**config.mk**
```make
export PLATFORM = sky130hd
export DESIGN_NAME = uart_abr_tx
export DESIGN_NICKNAME = d
export VERILOG_FILES = /design/src/rtl/uart_pkg.sv /design/src/rtl/uart_baud_tick.sv /design/src/rtl/uart_abr_tx.sv
export SDC_FILE = /design/constraint.sdc
export NUM_CORES = 1
export LEC_CHECK = 0
export BUFFER_PORTS_ARGS = -buffer_cell sky130_fd_sc_hd__buf_4
export CAP_MARGIN = 25
export CORE_MARGIN = 1.5
export CORE_UTILIZATION = 40
export CTS_CLUSTER_SIZE = 8
export DETAILED_ROUTE_END_ITERATION = 7
export PLACE_DENSITY = 0.59
export SYNTH_ARGS = -nofsm -noshare
export SYNTH_HDL_FRONTEND = slang
export SYNTH_SLANG_ARGS = --single-unit
```
**constraint.sdc**
```tcl
create_clock -name clk -period 3.23 [get_ports clk]
set_clock_uncertainty 0.2 [all_clocks]
set_input_delay 0.8075 -clock clk [delete_from_list [all_inputs] [get_ports clk]]
set_output_delay 0.8075 -clock clk [all_outputs]
set_load 0.02 [all_outputs]
```
**src/rtl/uart_pkg.sv**
```systemverilog
// Shared UART definitions: controller state encoding and frame constants.
// Pure declarations, no timing of its own.
// Optional break/mark states exist only when UART_BREAK_EN is defined.
package uart_pkg;

  localparam logic [7:0] SYNC_CHAR  = 8'h55;
  localparam int         BREAK_BITS = 13;
  localparam int         DATA_BITS  = 8;

  typedef enum logic [2:0] {
    ST_IDLE  = 3'd0,
    ST_START = 3'd1,
    ST_DATA  = 3'd2,
    ST_STOP  = 3'd3,
    ST_DONE  = 3'd4
`ifdef UART_BREAK_EN
    ,
    ST_BREAK = 3'd5,
    ST_MARK  = 3'd6
`endif
  } state_t;

endpackage

```
**src/rtl/uart_baud_tick.sv**
```systemverilog
// Bit-period timer: down-counter that ticks for one cycle when a period ends.
// Latency: tick is asserted in the last cycle of a period loaded with P-1.
// No backpressure; the owner reloads on tick to start the next period.
module uart_baud_tick #(
  parameter int DIV_W = 16
) (
  input  logic             clk,
  input  logic             rst,
  input  logic             load,
  input  logic             en,
  input  logic [DIV_W-1:0] load_val,
  output logic             tick
);

  logic [DIV_W-1:0] cnt;

  // Load has priority; otherwise count down and hold at zero (never wraps).
  always_ff @(posedge clk or posedge rst) begin
    if (rst) begin
      cnt <= '0;
    end else if (load) begin
      cnt <= load_val;
    end else if (en && (cnt != '0)) begin
      cnt <= cnt - 1'b1;
    end
  end

  assign tick = en && (cnt == '0);

endmodule

```
**src/rtl/uart_abr_tx.sv**
```systemverilog
// UART transmitter sending a data byte or the 0x55 ABR sync character.
// Latency: UxTX falls one cycle after start is sampled; frame 10P + 1 Done cycle.
// No backpressure: start is only sampled in Idle; inputs ignored while busy.
// Optional: define UART_BREAK_EN to precede sync frames with a 13P break and 1P mark.
module uart_abr_tx
  import uart_pkg::*;
#(
  parameter int DIV_W = 16
) (
  input  logic             clk,
  input  logic             rst,
  input  logic [DIV_W-1:0] brg,
  input  logic             start,
  input  logic             send_sync,
  input  logic [7:0]       din,
  output logic             UxTX,
  output logic             busy,
  output logic             UxTXIF
);

  localparam logic [DIV_W-1:0] ONE = DIV_W'(1);

  state_t           state;
  state_t           next_state;
  logic [DIV_W-1:0] p_in;
  logic [DIV_W-1:0] p_reg;
  logic [DIV_W-1:0] load_val;
  logic [7:0]       shift;
  logic [2:0]       bit_cnt;
  logic             accept;
  logic             load;
  logic             timer_en;
  logic             tick;
`ifdef UART_BREAK_EN
  logic [3:0]       brk_cnt;
`endif

  // A divisor of zero would give a zero-length bit; treat it as one cycle.
  assign p_in   = (brg == '0) ? ONE : brg;
  assign accept = (state == ST_IDLE) && start;

`ifdef UART_BREAK_EN
  assign timer_en = (state == ST_START) || (state == ST_DATA) || (state == ST_STOP) ||
                    (state == ST_BREAK) || (state == ST_MARK);
`else
  assign timer_en = (state == ST_START) || (state == ST_DATA) || (state == ST_STOP);
`endif

  // Each bit period reloads P-1; the first one uses the freshly captured divisor.
  assign load     = accept || tick;
  assign load_val = accept ? (p_in - ONE) : (p_reg - ONE);

  uart_baud_tick #(.DIV_W(DIV_W)) u_tick (
    .clk      (clk),
    .rst      (rst),
    .load     (load),
    .en       (timer_en),
    .load_val (load_val),
    .tick     (tick)
  );

  // State register.
  always_ff @(posedge clk or posedge rst) begin
    if (rst) begin
      state <= ST_IDLE;
    end else begin
      state <= next_state;
    end
  end

  // Next state and output decode; outputs depend only on state and shift data.
  always_comb begin
    next_state = state;
    UxTX       = 1'b1;
    busy       = (state != ST_IDLE);
    UxTXIF     = 1'b0;
    case (state)
      ST_IDLE: begin
        if (start) begin
`ifdef UART_BREAK_EN
          next_state = send_sync ? ST_BREAK : ST_START;
`else
          next_state = ST_START;
`endif
        end
      end
`ifdef UART_BREAK_EN
      ST_BREAK: begin
        UxTX = 1'b0;
        if (tick && (brk_cnt == 4'(BREAK_BITS - 1))) next_state = ST_MARK;
      end
      ST_MARK: begin
        if (tick) next_state = ST_START;
      end
`endif
      ST_START: begin
        UxTX = 1'b0;
        if (tick) next_state = ST_DATA;
      end
      ST_DATA: begin
        UxTX = shift[0];
        if (tick && (bit_cnt == 3'(DATA_BITS - 1))) next_state = ST_STOP;
      end
      ST_STOP: begin
        if (tick) next_state = ST_DONE;
      end
      ST_DONE: begin
        UxTXIF     = 1'b1;
        next_state = ST_IDLE;
      end
      default: next_state = ST_IDLE;
    endcase
  end

  // Frame datapath: capture on acceptance, shift out LSB first at each data bit end.
  always_ff @(posedge clk or posedge rst) begin
    if (rst) begin
      p_reg   <= '0;
      shift   <= '0;
      bit_cnt <= '0;
`ifdef UART_BREAK_EN
      brk_cnt <= '0;
`endif
    end else if (accept) begin
      p_reg   <= p_in;
      shift   <= send_sync ? SYNC_CHAR : din;
      bit_cnt <= '0;
`ifdef UART_BREAK_EN
      brk_cnt <= '0;
`endif
    end else if (tick) begin
      if (state == ST_DATA) begin
        shift   <= {1'b0, shift[7:1]};
        bit_cnt <= bit_cnt + 3'd1;
      end
`ifdef UART_BREAK_EN
      if (state == ST_BREAK) begin
        brk_cnt <= brk_cnt + 4'd1;
      end
`endif
    end
  end

endmodule

```
==> impl_metrics.json <==
{
  "syn_avg_cell_area_um2": 9.02,
  "drv_cap": 0,
  "dieArea_um2": 7620,
  "vias": 2495,
  "drc_errors": 0,
  "vdd_ir_drop_max_mv": 0.297,
  "portBuffers": 30,
  "dr_wl_met2_mm": 3.23,
  "crit_start": "brg[3]",
  "grt_pass1_vias": 2385,
  "tightest_slew_ns": 0.600,
  "worst_setup_hold_path_clk_slew_ns": 0.09,
  "power.leakage_nw": 1.57,
  "synth-seq-cells": 46,
  "cts_buffer_depth": 2,
  "wl_met3_um": 238,
  "drive_gt1_share_pct": 27.2,
  "cp.required_ns": 3.26,
  "hold_buffers": 0,
  "outcome": "finished, final reports clean",
  "numCtsBuffers": 5,
  "initial_core_util_pct": 41.6,
  "postRouteAntennaNets": 0,
  "reg2reg_depth": 12,
  "grt_overflow_total": 0,
  "wire_per_inst_um": 15.1,
  "area_delta_synth_final_pct": 23.0,
  "p_per_area_nw_per_um2": 538,
  "postCtsSetupRepairBufs": 0,
  "num_antenna_cells": 0,
  "fillCellCount": 666,
  "setup_viol": 0,
  "row_count": 30,
  "rr_endpoint": "u_tick.cnt[12]$_DFFE_PP0P_",
  "reg2reg_slack_ns": 0.23,
  "grt_pass1_wl_mm": 11.8,
  "seq_area_frac_synth_pct": 40.5,
  "clkLatencyLatePin_ns": 0.30,
  "cts_tree": "built",
  "cts_root_buf": "clkbuf_8",
  "highest_layer": "met4",
  "viasPerCell": 5.34,
  "synth_area_um2": 2840,
  "grt_max_degree": 47,
  "final_cell_mix": "63 x buf_4, 62 x nand2_1, 46 x dfrtp_1",
  "period_share_pct": 95.6,
  "die_x_um": 87.3,
  "finalCriticalPeriod_ns": 3.09,
  "finalWirelength_mm": 7.07,
  "final_common_cell": "buf_4",
  "drt_iter0_markers": 105,
  "dr.pass1.iters": 4,
  "dp_hpwl_mm": 5.35,
  "power_mw": 1.88,
  "ys_types": 64,
  "clock.fmax_mhz": 324,
  "antenna_found_initial": 0,
  "yosysWarnings": 0,
  "fp.coreArea_um2": 6830,
  "slew_headroom_pct": 60.0,
  "ios": 31,
  "critical_path_arrival_ns": 3.11,
  "cts.sinks": 46,
  "hp-class": "reg2reg",
  "syn-instance-count": 315,
  "regArea_um2": 1150,
  "crit_end": "u_tick.cnt[12]$_DFFE_PP0P_",
  "syn_nets": 346,
  "htree_levels": 2,
  "crit_path_start_kind": "input port",
  "met1_length_mm": 3.51,
  "die_h_um": 87.3,
  "worstSetupPathType": "in2reg",
  "cp_max_fo": 4,
  "track_usage_pct": 20.0,
  "slew_viol_final": 0,
  "multi_input_area_um2": 1630,
  "hold_ws_ns": 0.272,
  "gp_congestion": 0.857,
  "nets": 401,
  "grt_setup_unrepaired": "no",
  "r2r_start": "state[2]$_DFFE_PP0P_",
  "critPathCaptureType": "register",
  "hold_violations": 0
}
-- final cells by class --
| type | instances | share of cell area (%) |
|---|---|---|
| clock buffers | 6 | 2.08 |
| clock inverters | 2 | 1.07 |
| inverters | 4 | 0.430 |
| multi-input cells | 250 | 46.5 |
| flip-flops and latches | 46 | 32.9 |
| well taps | 96 | 3.44 |
| repair buffers | 63 | 13.5 |
-- synthesized netlist by cell type, drive strengths merged --
cell type  number  area share, %
a211o           3           0.92
a211oi          2           0.53
a21o            2           0.53
a21oi          21            4.2
a221oi          1           0.53
a22oi           1           0.26
a31oi           7            1.5
and2            1           0.22
and3            1           0.22
and4            1           0.31
and4b           1           0.35
buf             8            1.5
clkbuf          7           0.92
dfrtp          46             41
ha              3            1.3
inv             4           0.53
mux2            5            2.0
mux2i          18            6.3
nand2          62            8.2
nand2b          3           0.66
nand3           8            1.4
nand3b          4            1.1
nand4           2           0.44
nand4b          2           0.62
nor2           25            3.7
nor2b           1           0.22
nor3           16            3.4
nor3b           3            1.2
nor4            8            2.7
nor4b           1           0.84
o2111a          1           0.40
o211ai          2           0.53
o21a            3           0.79
o21ai          14            2.7
o21bai          2           0.66
o22ai           1           0.22
o311ai          1           0.31
o31ai           2            1.0
or2             3           0.66
or2b            1           0.40
or3             7            1.7
or4             4            1.2
or4b            1           0.35
xnor2           2           0.62
xor2            4            1.2
-- power breakdown --
part / internal [mW] / total (mW) / switching (mW) / leakage [nW]
registers: 0.703 / 0.836 / 0.133 / 0.554
logic: 0.295 / 0.608 / 0.313 / 0.966
clock network: 0.231 / 0.438 / 0.206 / 0.0514
-- worst min-delay path by stage --
stage | startpoint | end | slack (ns) | cells past startpoint
6_report | p_reg[13]$_DFFE_PP0N_ | p_reg[13]$_DFFE_PP0N_ | 0.27 | 2
5_1_grt | p_reg[15]$_DFFE_PP0N_ | p_reg[15]$_DFFE_PP0N_ | 0.33 | 2
4_1_cts | p_reg[13]$_DFFE_PP0N_ | p_reg[13]$_DFFE_PP0N_ | 0.28 | 2
3_5_place_dp | p_reg[13]$_DFFE_PP0N_ | p_reg[13]$_DFFE_PP0N_ | 0.26 | 2
3_3_place_gp | p_reg[13]$_DFFE_PP0N_ | p_reg[13]$_DFFE_PP0N_ | 0.25 | 2
2_1_floorplan | p_reg[13]$_DFFE_PP0N_ | p_reg[13]$_DFFE_PP0N_ | 0.23 | 2
-- per-stage QoR --
| stage | TNS, ns | worst slack (ns) | utilization [%] | instances | cell area, um2 |
|---|---|---|---|---|---|
| global placement | -0.215 | -0.106 | 49.5 | 459 | 3380 |
| finish | 0 | 0.143 | 51.2 | 467 | 3490 |
| global route | 0 | 0.00286 | 51.2 | 467 | 3490 |
| floorplan | 0 | 0.0193 | - | 315 | 2880 |
| detailed placement | -0.753 | -0.232 | 49.5 | 459 | 3380 |
| CTS | 0 | 0.0831 | 51.1 | 467 | 3490 |
-- worst max-delay path, cell delays in order --
cell	delay [ns]
buf_4	0.11
or3_1	0.40
nand4b_1	0.21
or3_1	0.34
a21oi_2	0.18
a22oi_2	0.09
ha_2	0.22
o21ai_2	0.08
a21oi_4	0.06
nor3b_4	0.17
a211o_1	0.30
a31oi_1	0.15
-- what timing repair did --
item / 4_1_cts / 5_1_grt
gates resized for setup: 0 / 1
hold endpoints to repair: 0 / 0
setup endpoints to repair: 0 / 2
-- metal layers --
metal / vias up / global-route usage (%)
li1: 1241 / -
met1: 1195 / 29.8
met2: 50 / 29.9
met3: 9 / 3.03
met4: 0 / 6.06
met5: - / 0
-- cells by family after synthesis --
group / after synthesis / synth area share [%]
xor gates and xnor gates: 6 / 1.85
adders and majority gates: 3 / 1.32
muxes: 23 / 8.32
AOI/OAI and AO/OA: 63 / 15.2
and+or+nand+nor: 155 / 29.8
buffers and inverters: 19 / 2.99
DFF: 46 / 40.5
No activity file was read; power rests on OpenSTA's default activity.
